`src/rtl/regfile_access_ctrl_if.sv`:
```
// Debug host side of the register file access controller: single-register
// commands, completion status and the register dump stream.
interface regfile_access_ctrl_if #(
    parameter int DW = 8,
    parameter int AW = 3
);
    logic          dbg_req;
    logic          dbg_wr;
    logic          dbg_dump;
    logic [AW-1:0] dbg_addr;
    logic [DW-1:0] dbg_wdata;
    logic          dbg_ack;
    logic          dbg_err;
    logic [DW-1:0] dbg_rdata;
    logic          dump_valid;
    logic          dump_ready;
    logic [AW-1:0] dump_idx;
    logic [DW-1:0] dump_data;

    modport master (
        output dbg_req, dbg_wr, dbg_dump, dbg_addr, dbg_wdata, dump_ready,
        input  dbg_ack, dbg_err, dbg_rdata, dump_valid, dump_idx, dump_data
    );

    modport slave (
        input  dbg_req, dbg_wr, dbg_dump, dbg_addr, dbg_wdata, dump_ready,
        output dbg_ack, dbg_err, dbg_rdata, dump_valid, dump_idx, dump_data
    );
endinterface

```
`src/rtl/regfile_access_ctrl.sv`:
```
// Arbitrates register file ports between the pipeline and a debug host:
// stalls the pipeline, performs a single access or a full dump, then releases.
//
//   state     | meaning
//   ----------+---------------------------------------------------------
//   S_IDLE    | pipeline owns the register file, waiting for dbg_req
//   S_HALT    | stall requested, waiting for stall_ack with no writeback
//   S_ACCESS  | one-cycle debug read or write
//   S_DUMP    | streaming all registers out, one beat per handshake
//   S_RELEASE | completion pulse (dbg_ack/dbg_err), stall dropped
module regfile_access_ctrl #(
    parameter int DW            = 8,
    parameter int AW            = 3,
    parameter int STALL_TIMEOUT = 64
) (
    input  logic          clk,
    input  logic          reset_n,
    input  logic [AW-1:0] i_pl_ra1,
    input  logic [AW-1:0] i_pl_ra2,
    input  logic          i_pl_we,
    input  logic [AW-1:0] i_pl_wa,
    input  logic [DW-1:0] i_pl_wd,
    output logic [AW-1:0] o_rf_ra1,
    output logic [AW-1:0] o_rf_ra2,
    output logic          o_rf_we,
    output logic [AW-1:0] o_rf_wa,
    output logic [DW-1:0] o_rf_wd,
    input  logic [DW-1:0] i_rf_rd2,
    output logic          o_stall_req,
    input  logic          i_stall_ack,
    regfile_access_ctrl_if.slave dbg,
    output logic          o_busy
);

    localparam int            TW       = $clog2(STALL_TIMEOUT + 1);
    localparam logic [TW-1:0] TMO_LAST = TW'(STALL_TIMEOUT - 1);
    localparam logic [AW-1:0] LAST_IDX = {AW{1'b1}};

    typedef enum logic [2:0] {
        S_IDLE,
        S_HALT,
        S_ACCESS,
        S_DUMP,
        S_RELEASE
    } state_t;

    state_t        r_state;
    state_t        w_next;

    logic          r_wr;
    logic          r_dump;
    logic [AW-1:0] r_addr;
    logic [DW-1:0] r_wdata;
    logic [TW-1:0] r_tmo;
    logic          r_err;
    logic [DW-1:0] r_rdata;
    logic [AW-1:0] r_k;
    logic          r_dv;
    logic [AW-1:0] r_didx;
    logic [DW-1:0] r_ddata;

    logic          w_halt_exit;
    logic          w_last_take;

    // Leave HALT only once the pipeline is drained and no writeback is in flight.
    assign w_halt_exit = i_stall_ack && !i_pl_we;
    assign w_last_take = r_dv && dbg.dump_ready && (r_didx == LAST_IDX);

    always_ff @(posedge clk or negedge reset_n) begin
        if (!reset_n) r_state <= S_IDLE;
        else          r_state <= w_next;
    end

    always_comb begin
        w_next   = r_state;
        o_rf_ra1 = i_pl_ra1;
        o_rf_ra2 = i_pl_ra2;
        o_rf_we  = i_pl_we;
        o_rf_wa  = i_pl_wa;
        o_rf_wd  = i_pl_wd;
        case (r_state)
            S_IDLE: begin
                if (dbg.dbg_req) w_next = S_HALT;
            end
            S_HALT: begin
                if (w_halt_exit)          w_next = r_dump ? S_DUMP : S_ACCESS;
                else if (r_tmo == TMO_LAST) w_next = S_RELEASE;
            end
            S_ACCESS: begin
                o_rf_we  = r_wr;
                o_rf_wa  = r_addr;
                o_rf_wd  = r_wdata;
                o_rf_ra2 = r_addr;
                w_next   = S_RELEASE;
            end
            S_DUMP: begin
                o_rf_we  = 1'b0;
                o_rf_ra2 = r_k;
                if (w_last_take) w_next = S_RELEASE;
            end
            S_RELEASE: begin
                w_next = S_IDLE;
            end
            default: begin
                w_next = S_IDLE;
            end
        endcase
    end

    always_ff @(posedge clk or negedge reset_n) begin
        if (!reset_n) begin
            r_wr    <= 1'b0;
            r_dump  <= 1'b0;
            r_addr  <= '0;
            r_wdata <= '0;
            r_tmo   <= '0;
            r_err   <= 1'b0;
            r_rdata <= '0;
            r_k     <= '0;
            r_dv    <= 1'b0;
            r_didx  <= '0;
            r_ddata <= '0;
        end else begin
            case (r_state)
                S_IDLE: begin
                    if (dbg.dbg_req) begin
                        r_wr    <= dbg.dbg_wr;
                        r_dump  <= dbg.dbg_dump;
                        r_addr  <= dbg.dbg_addr;
                        r_wdata <= dbg.dbg_wdata;
                        r_tmo   <= '0;
                        r_err   <= 1'b0;
                        r_k     <= '0;
                        r_dv    <= 1'b0;
                    end
                end
                S_HALT: begin
                    if (!w_halt_exit) begin
                        if (r_tmo == TMO_LAST) r_err <= 1'b1;
                        else                   r_tmo <= r_tmo + TW'(1);
                    end
                end
                S_ACCESS: begin
                    if (!r_wr) r_rdata <= i_rf_rd2;
                end
                S_DUMP: begin
                    // r_k runs one ahead of the presented beat so the next
                    // register is already addressed when the current one is taken.
                    if (w_last_take) begin
                        r_dv <= 1'b0;
                    end else if (!r_dv || dbg.dump_ready) begin
                        r_dv    <= 1'b1;
                        r_didx  <= r_k;
                        r_ddata <= i_rf_rd2;
                        r_k     <= r_k + AW'(1);
                    end
                end
                default: begin
                end
            endcase
        end
    end

    assign o_stall_req    = (r_state == S_HALT) || (r_state == S_ACCESS) || (r_state == S_DUMP);
    assign o_busy         = (r_state != S_IDLE);
    assign dbg.dbg_ack    = (r_state == S_RELEASE);
    assign dbg.dbg_err    = (r_state == S_RELEASE) && r_err;
    assign dbg.dbg_rdata  = r_rdata;
    assign dbg.dump_valid = r_dv;
    assign dbg.dump_idx   = r_didx;
    assign dbg.dump_data  = r_ddata;

endmodule
```
`src/flat_wrapper.sv`:
```
// flat-port wrapper written by rule: the top's interface ports become plain ports
module regfile_access_ctrl_flat 
#(
    parameter int DW            = 8,
    parameter int AW            = 3,
    parameter int STALL_TIMEOUT = 64
)
  (clk, reset_n, i_pl_ra1, i_pl_ra2, i_pl_we, i_pl_wa, i_pl_wd, o_rf_ra1, o_rf_ra2, o_rf_we, o_rf_wa, o_rf_wd, i_rf_rd2, o_stall_req, i_stall_ack, o_busy, dbg_dbg_req, dbg_dbg_wr, dbg_dbg_dump, dbg_dbg_addr, dbg_dbg_wdata, dbg_dump_ready, dbg_dbg_ack, dbg_dbg_err, dbg_dbg_rdata, dbg_dump_valid, dbg_dump_idx, dbg_dump_data);
  regfile_access_ctrl_if #(.DW(DW), .AW(AW)) dbg_i ();
  input  logic clk;
  input  logic reset_n;
  input  logic [AW-1:0] i_pl_ra1;
  input  logic [AW-1:0] i_pl_ra2;
  input  logic i_pl_we;
  input  logic [AW-1:0] i_pl_wa;
  input  logic [DW-1:0] i_pl_wd;
  output logic [AW-1:0] o_rf_ra1;
  output logic [AW-1:0] o_rf_ra2;
  output logic o_rf_we;
  output logic [AW-1:0] o_rf_wa;
  output logic [DW-1:0] o_rf_wd;
  input  logic [DW-1:0] i_rf_rd2;
  output logic o_stall_req;
  input  logic i_stall_ack;
  output logic o_busy;
  input wire logic [$bits(dbg_i.dbg_req)-1:0] dbg_dbg_req;
  input wire logic [$bits(dbg_i.dbg_wr)-1:0] dbg_dbg_wr;
  input wire logic [$bits(dbg_i.dbg_dump)-1:0] dbg_dbg_dump;
  input wire logic [$bits(dbg_i.dbg_addr)-1:0] dbg_dbg_addr;
  input wire logic [$bits(dbg_i.dbg_wdata)-1:0] dbg_dbg_wdata;
  input wire logic [$bits(dbg_i.dump_ready)-1:0] dbg_dump_ready;
  output wire logic [$bits(dbg_i.dbg_ack)-1:0] dbg_dbg_ack;
  output wire logic [$bits(dbg_i.dbg_err)-1:0] dbg_dbg_err;
  output wire logic [$bits(dbg_i.dbg_rdata)-1:0] dbg_dbg_rdata;
  output wire logic [$bits(dbg_i.dump_valid)-1:0] dbg_dump_valid;
  output wire logic [$bits(dbg_i.dump_idx)-1:0] dbg_dump_idx;
  output wire logic [$bits(dbg_i.dump_data)-1:0] dbg_dump_data;
  assign dbg_i.dbg_req = dbg_dbg_req;
  assign dbg_i.dbg_wr = dbg_dbg_wr;
  assign dbg_i.dbg_dump = dbg_dbg_dump;
  assign dbg_i.dbg_addr = dbg_dbg_addr;
  assign dbg_i.dbg_wdata = dbg_dbg_wdata;
  assign dbg_i.dump_ready = dbg_dump_ready;
  assign dbg_dbg_ack = dbg_i.dbg_ack;
  assign dbg_dbg_err = dbg_i.dbg_err;
  assign dbg_dbg_rdata = dbg_i.dbg_rdata;
  assign dbg_dump_valid = dbg_i.dump_valid;
  assign dbg_dump_idx = dbg_i.dump_idx;
  assign dbg_dump_data = dbg_i.dump_data;
  regfile_access_ctrl #(.DW(DW), .AW(AW), .STALL_TIMEOUT(STALL_TIMEOUT)) u_core (.clk(clk), .reset_n(reset_n), .i_pl_ra1(i_pl_ra1), .i_pl_ra2(i_pl_ra2), .i_pl_we(i_pl_we), .i_pl_wa(i_pl_wa), .i_pl_wd(i_pl_wd), .o_rf_ra1(o_rf_ra1), .o_rf_ra2(o_rf_ra2), .o_rf_we(o_rf_we), .o_rf_wa(o_rf_wa), .o_rf_wd(o_rf_wd), .i_rf_rd2(i_rf_rd2), .o_stall_req(o_stall_req), .i_stall_ack(i_stall_ack), .dbg(dbg_i), .o_busy(o_busy));
endmodule
```
`config.mk`:
```
export PLATFORM = sky130hd
export DESIGN_NAME = regfile_access_ctrl_flat
export DESIGN_NICKNAME = d
export VERILOG_FILES = /design/src/rtl/regfile_access_ctrl_if.sv /design/src/rtl/regfile_access_ctrl.sv /design/src/flat_wrapper.sv
export SDC_FILE = /design/constraint.sdc
export NUM_CORES = 1
export LEC_CHECK = 0
export ABC_AREA = 1
export BUFFER_PORTS_ARGS = -buffer_cell sky130_fd_sc_hd__buf_2
export CORE_MARGIN = 5
export CORE_UTILIZATION = 49
export DETAILED_ROUTE_END_ITERATION = 16
export PLACE_DENSITY = 0.8
export SLEW_MARGIN = 25
export SYNTH_ARGS = -nofsm -noshare
export SYNTH_HDL_FRONTEND = slang
export SYNTH_SLANG_ARGS = --single-unit
```
`constraint.sdc`:
```
create_clock -name clk -period 1.55 [get_ports clk]
set_input_delay 0.2325 -clock clk [delete_from_list [all_inputs] [get_ports clk]]
set_output_delay 0.2325 -clock clk [all_outputs]
set_load 0.05 [all_outputs]
```
==> results of run 1 <==
[where the power goes]
group	switching (mW)	internal (mW)
Combinational	2.53	1.10
Sequential	0.334	1.71
Clock	0.404	0.316
[registers in the layout (all words and copies together), names as in the netlist]
name                   cells
u_core.dbg.dbg_rdata       8
u_core.dbg.dump_data       8
u_core.r_wdata             8
u_core.r_tmo               7
u_core.dbg.dump_idx        3
u_core.r_addr              3
u_core.r_k                 3
u_core.r_state             3
u_core.dbg.dump_valid      1
u_core.r_dump              1
u_core.r_err               1
u_core.r_wr                1
[cell usage after synthesis]
cell,number,area (um^2)
nand3_1,17,85.1
nor3_1,1,5.00
nor2_1,17,63.8
xnor2_1,1,8.76
inv_2,3,11.3
o22ai_1,3,18.8
nor2_2,3,18.8
nand4_1,1,6.26
xor2_1,2,17.5
buf_4,3,22.5
o21ai_0,12,60.1
clkbuf_1,1,3.75
buf_2,6,30.0
nor3b_1,1,7.51
nand2_2,4,25.0
buf_6,2,22.5
nand2_1,122,458
o211ai_1,3,22.5
ha_1,2,25.0
inv_1,27,101
a21boi_1,1,7.51
dfrtp_1,47,1180
o21ai_1,14,70.1
[cells by family (layout without fill, tap and decap cells)]
logic type	count (synthesis)	in the layout	synth area share, %
AOI/OAI and AO/OA	33	33	7.89
xor gates and xnor gates	3	3	1.16
adders and majority gates	2	2	1.10
buffers and inverters	42	140	8.44
DFF	47	47	51.9
and+or+nand+nor	166	169	29.5
[stage by stage]
stage / setup TNS (ns) / cell area [um^2]
2_1_floorplan: -0.647 / 2290
3_3_place_gp: 0 / 2790
3_5_place_dp: -0.0231 / 2790
4_1_cts: -2.53 / 3000
5_1_grt: -3.79 / 3180
6_report: -2.12 / 3180
[repair_timing]
item,in CTS,in global routing
gates cloned,0,3
pin swaps,5,11
hold endpoints to repair,47,0
hold buffers,1,0
resized for setup,29,38
setup endpoints to repair,21,50
setup buffers,3,6
[worst paths after layout]
kind,start,endpoint,cells past startpoint
max reg2reg,u_core.r_state[2],u_core.dbg.dump_idx[0],9
min,dbg_dbg_wdata[4],u_core.r_wdata[4],3
max,u_core.r_state[2],o_rf_ra2[1],7
min in group asynchronous,reset_n,u_core.r_tmo[2],3
min reg2reg,u_core.dbg.dbg_rdata[6],u_core.dbg.dbg_rdata[6],2
max in group asynchronous,reset_n,u_core.r_state[1],3
[cell type report]
cell class	count	area, um^2
tap	52	65.1
clock inverter	2	12.5
fill	351	1230
sequential	47	1180
multi-input combinational	207	1040
clock buffer	6	72.6
inverter	30	115
timing repair buffer	102	693
[critical path, delay by kind of cell, from the launching register on]
| family | cells | cell delay [ns] |
|---|---|---|
| buffers and inverters | 3 | 0.46 |
| flip-flops | 1 | 0.41 |
| AND/OR/NAND/NOR | 3 | 0.26 |
| AO/OA/AOI/OAI | 1 | 0.08 |
[layer usage]
layer	global-route usage [%]	vias to the layer above	wire, um
met4	3.89	0	71
met1	24.5	1020	2530
met3	7.32	8	481
met5	0	-	0
li1	-	1107	-
met2	31.1	76	2940
==> reports/qor.yml, run 1 <==
yosys_warnings: 0
p_leak_nw: 1.78
port_buffers: 79
synth.ff_latch_count: 47
antenna_found_initial: 0
grt_usage_pct: 19.1
worstMarginPinSlew_ns: 0.447
finalNonFillerCells: 446
first_pass_iters: 4
antenna_cells: 0
area_growth_pct: 40.2
path_clk_slew_ns: 0.09
setup.worst_path.end_class: "output pin"
grt_max_degree: 48
synth_area_mm2: 0.00227
drt-vias-per-instance: 4.96
seq_area_frac_synth_pct: 51.9
ios: 86
max-cap-violations: 0
peakVddDrop_v: 0.00155
die_area_mm2: 0.00609
layout_setup_ws_ns: -0.188
synthesis.nets: 339
total_power_mw: 6.39
htree_levels: 2
wl_um: 6020
fin_nets: 439
overflow: 0
slew_headroom_pct: 70.2
post-place-ws_ns: -0.0139
path_cells: "inv_2 > nand2_4 > nor2_4 > buf_6 > nand2_4 > o211ai_1 > buf_4"
wire_per_inst_um: 13.5
period_needed_ns: 1.74
drc: 0
run_status: "finished with violations"
die_w_um: 78.0
drv_slew: 0
final_common_cell: "nand2_1"
cts_tree: "done"
ant_nets: 0
crit_path_start_kind: "register"
cts_made_buffers: 5
grt_pass1_vias: 2168
rsz0062_at_grt: "yes"
vias: 2211
critPathMostFrequentCell: "nand2_4"
grt_pass1_wl_um: 9540
cp.arrival_ns: 1.51
fin_worst_skew_ns: 0.00975
synthesis.instances: 293
rows: 24
rrSetupSlack_ns: 0.04
synth_area_per_cell_um2: 7.74
clockBufferDepth: 2
dpl.cell_count: 426
required_ns: 1.32
final_util_pct: 72.0
core-area_mm2: 0.00441
critPathMaxFanout: 5
failed_checks: "negative setup slack"
slowest_stage: "dfrtp_1"
layout-drive-gt1-share_pct: 35.5
final_cell_mix: "nand2_1 (112), buf_2 (62), dfrtp_1 (45), inv_1 (25), buf_4 (21)"
ys_types: 23
p_per_area_mw_per_mm2: 2010
start_util_pct: 51.4
root_buffer: "clkbuf_8"
max_stage_delay_ns: 0.41
fp.dieH_um: 78.0
hold_violations: 0
place_congestion: 0.780
finalCritPeriodShare_pct: 112
setup_viol: 16
drtIter0Drc: 117
crit_type: "register to output pin"
max_freq_mhz: 575
dp_hpwl_um: 4220
insertion_delay_ns: 0.30
worst_hold_slack_ns: 0.118
hold_class: "input port to register"
cts_sinks: 47
Note: power is estimated with default switching activity, not from simulation.
==> run 2, diff against run 1 <==
--- a/config.mk
+++ b/config.mk
@@ -10,7 +10,7 @@
 export CORE_MARGIN = 5
 export CORE_UTILIZATION = 49
 export DETAILED_ROUTE_END_ITERATION = 16
-export PLACE_DENSITY = 0.8
+export PLACE_DENSITY = 0.89
 export SLEW_MARGIN = 25
 export SYNTH_ARGS = -nofsm -noshare
 export SYNTH_HDL_FRONTEND = slang
==> reports/qor.yml, run 2 (same netlist as run 1, synthesis figures left out) <==
run_status: "finished with violations"
failed_checks: "negative hold slack, negative setup slack"
hold_class: "input port to asynchronous set/reset pin"
finalCritPeriodShare_pct: 117  # +4.9 points
dp_hpwl_um: 4440  # +5.0%
crit_path_start_kind: "register"
grt_max_degree: 48  # unchanged
final_util_pct: 74.5  # +2.5 points
layout-drive-gt1-share_pct: 37.4  # +1.9 points
rows: 24  # unchanged
overflow: 0  # unchanged
nFillCells: 326  # -7.1%
vias: 2373  # +7.3%
total_power_mw: 6.99  # +9.3%
drtIter0Drc: 253  # +120%
antenna_found_initial: 0  # unchanged
first_pass_iters: 4  # unchanged
cts_made_buffers: 5  # unchanged
period_needed_ns: 1.81  # +0.0761 ns
antenna_cells: 0  # unchanged
grt_pass1_vias: 2283  # +5.3%
die_w_um: 78.0  # unchanged
ant_nets: 0  # unchanged
cp.arrival_ns: 1.58  # +0.07 ns
start_util_pct: 51.4  # unchanged
rsz0062_at_grt: "yes"
fp.dieH_um: 78.0  # unchanged
fin_worst_skew_ns: 0.0118  # +0.00201 ns
ios: 86  # unchanged
final_cell_mix: "nand2_1 (114), buf_2 (60), dfrtp_1 (45), inv_1 (24), buf_4 (24)"
cts_sinks: 47  # unchanged
p_leak_nw: 1.83  # +3.3%
sw_frac_of_total_pct: 50.3  # -0.79 points
power_switching_mw: 3.52  # +7.6%
combPwrFrac_pct: 57.3  # +0.6 points
critPathMaxFanout: 5  # unchanged
core-area_mm2: 0.00441  # unchanged
htree_levels: 2  # unchanged
port_buffers: 79  # unchanged
p_per_area_mw_per_mm2: 2120  # +5.6%
slowest_stage: "dfrtp_1"
gr-usage-met1_pct: 26.2  # +1.7 points
grt_util_met3_pct: 7.21  # -0.11 points
grt_pass1_wl_um: 10600  # +11%
drv_slew: 0  # unchanged
use_met2_pct: 37.1  # +6.0 points
final_common_cell: "nand2_1"
regArea_mm2: 0.00118  # unchanged
hold_violations: 2  # +2
path_cells: "buf_4 > nor2_4 > nand2_4 > o211ai_1 > buf_4"
required_ns: 1.32  # about the same
peakVddDrop_v: 0.00142  # -8.3%
max_freq_mhz: 551  # -4.2%
insertion_delay_ns: 0.31  # about the same
clockBufferDepth: 2  # unchanged
grt-busiest-layer: "met2"
setup.worst_path.end_class: "output pin"
intPower_mw: 3.47  # +11%
area_growth_pct: 45.1
clockPowerShare_pct: 13.4  # +2.1 points
drt-vias-per-instance: 5.27  # +6.4%
root_buffer: "clkbuf_8"
max-cap-violations: 0  # unchanged
max_stage_delay_ns: 0.40  # about the same
worst_hold_slack_ns: -0.00270  # -0.120 ns
layout_setup_ws_ns: -0.264  # -0.0761 ns
drc: 0  # unchanged
slew_headroom_pct: 60.1  # -10 points
holdBufCountCts: 0  # -1
wire_per_inst_um: 15.4  # +14%
grt_usage_pct: 21.6  # +2.5 points
path_clk_slew_ns: 0.09  # about the same
critPathMostFrequentCell: "buf_4"
seqPwrFrac_pct: 29.3  # -2.7 points
cts_tree: "done"
crit_type: "register to output pin"
fin_nets: 443  # +0.91%
worstMarginPinSlew_ns: 0.599  # +0.151 ns
fin_tns_setup_ns: -3.04  # -0.925 ns
die_area_mm2: 0.00609  # unchanged
multi_input_area_mm2: 0.00109  # +4.2%
setup_viol: 19  # +3
place_congestion: 0.806  # +3.3%
wl_um: 6920  # +15%
[run 2: changes by cell type in the layout (fill, tap and decap cells not counted), moves of 2 or more]
cell     previous run  this run
nand3_1            17        15
nand3_4             0         2
buf_6              16        19
nor2_4              4         6
inv_6               0         2
nand2_1           112       114
buf_4              21        24
buf_2              62        60
nor2_2              2         0
[run 2: path summary, 6_finish.rpt]
| path | from | endpoint | slack (ns) | cells past startpoint |
|---|---|---|---|---|
| max | u_core.r_state[2] | o_rf_ra2[1] | -0.26 | 5 |
| max in group asynchronous | reset_n | u_core.r_state[0] | 1.12 | 2 |
| max reg2reg | u_core.r_state[2] | u_core.r_tmo[5] | 0.03 | 9 |
| min | reset_n | u_core.dbg.dump_idx[2] | -0.003 | 2 |
| min reg2reg | u_core.r_wdata[6] | u_core.r_wdata[6] | 0.49 | 2 |
| min in group clk | dbg_dbg_wdata[6] | u_core.r_wdata[6] | 0.11 | 3 |
[run 2: metrics by stage]
stage	cells	setup slack (ns)	hold WS [ns]	area, um^2
6_report	450	-0.264	-0.00270	3290
5_1_grt	450	-0.311	0.0484	3290
4_1_cts	439	-0.233	0.0192	3110
3_5_place_dp	424	-0.0549	0.360	2760
3_3_place_gp	424	0.0114	0.357	2760
2_1_floorplan	293	-0.134	-0.0631	2290
[run 2: per-layer routing]
layer,up-vias,wire length (um)
met2,119,3510
met4,0,142
met1,1118,2640
li1,1120,-
met3,16,621
met5,-,0
[run 2: timing repair]
item	4_1_cts	5_1_grt
gates cloned	0	4
resized for setup	56	28
endpoints found under the hold margin	0	0
setup endpoints to repair	21	52
pin swaps	8	10
buffers inserted	7	7
[run 2: cell type report]
cell class / count / area share (%)
timing repair buffer: 105 / 22.0
sequential: 47 / 35.8
multi-input combinational: 208 / 33.0
clock inverter: 3 / 1.44
clock buffer: 5 / 2.09
inverter: 30 / 3.65
tap: 52 / 1.98
[run 2: critical path, delay by kind of cell, from the launching register on]
kind                   cells  cell delay, ns
buffers and inverters      2            0.41
AO/OA/AOI/OAI              1            0.26
flip-flops                 1            0.40
AND/OR/NAND/NOR            2            0.20
[run 2: power groups by stage]
stage / Combinational (mW) / Sequential [mW] / Clock [mW]
2_1_floorplan: 1.58 / 2.83 / 0
3_3_place_gp: 3.17 / 1.99 / 0
3_5_place_dp: 3.26 / 2.01 / 0
4_1_cts: 3.58 / 2.02 / 0.943
5_1_grt: 4.29 / 2.10 / 1.02
6_report: 4.00 / 2.05 / 0.936
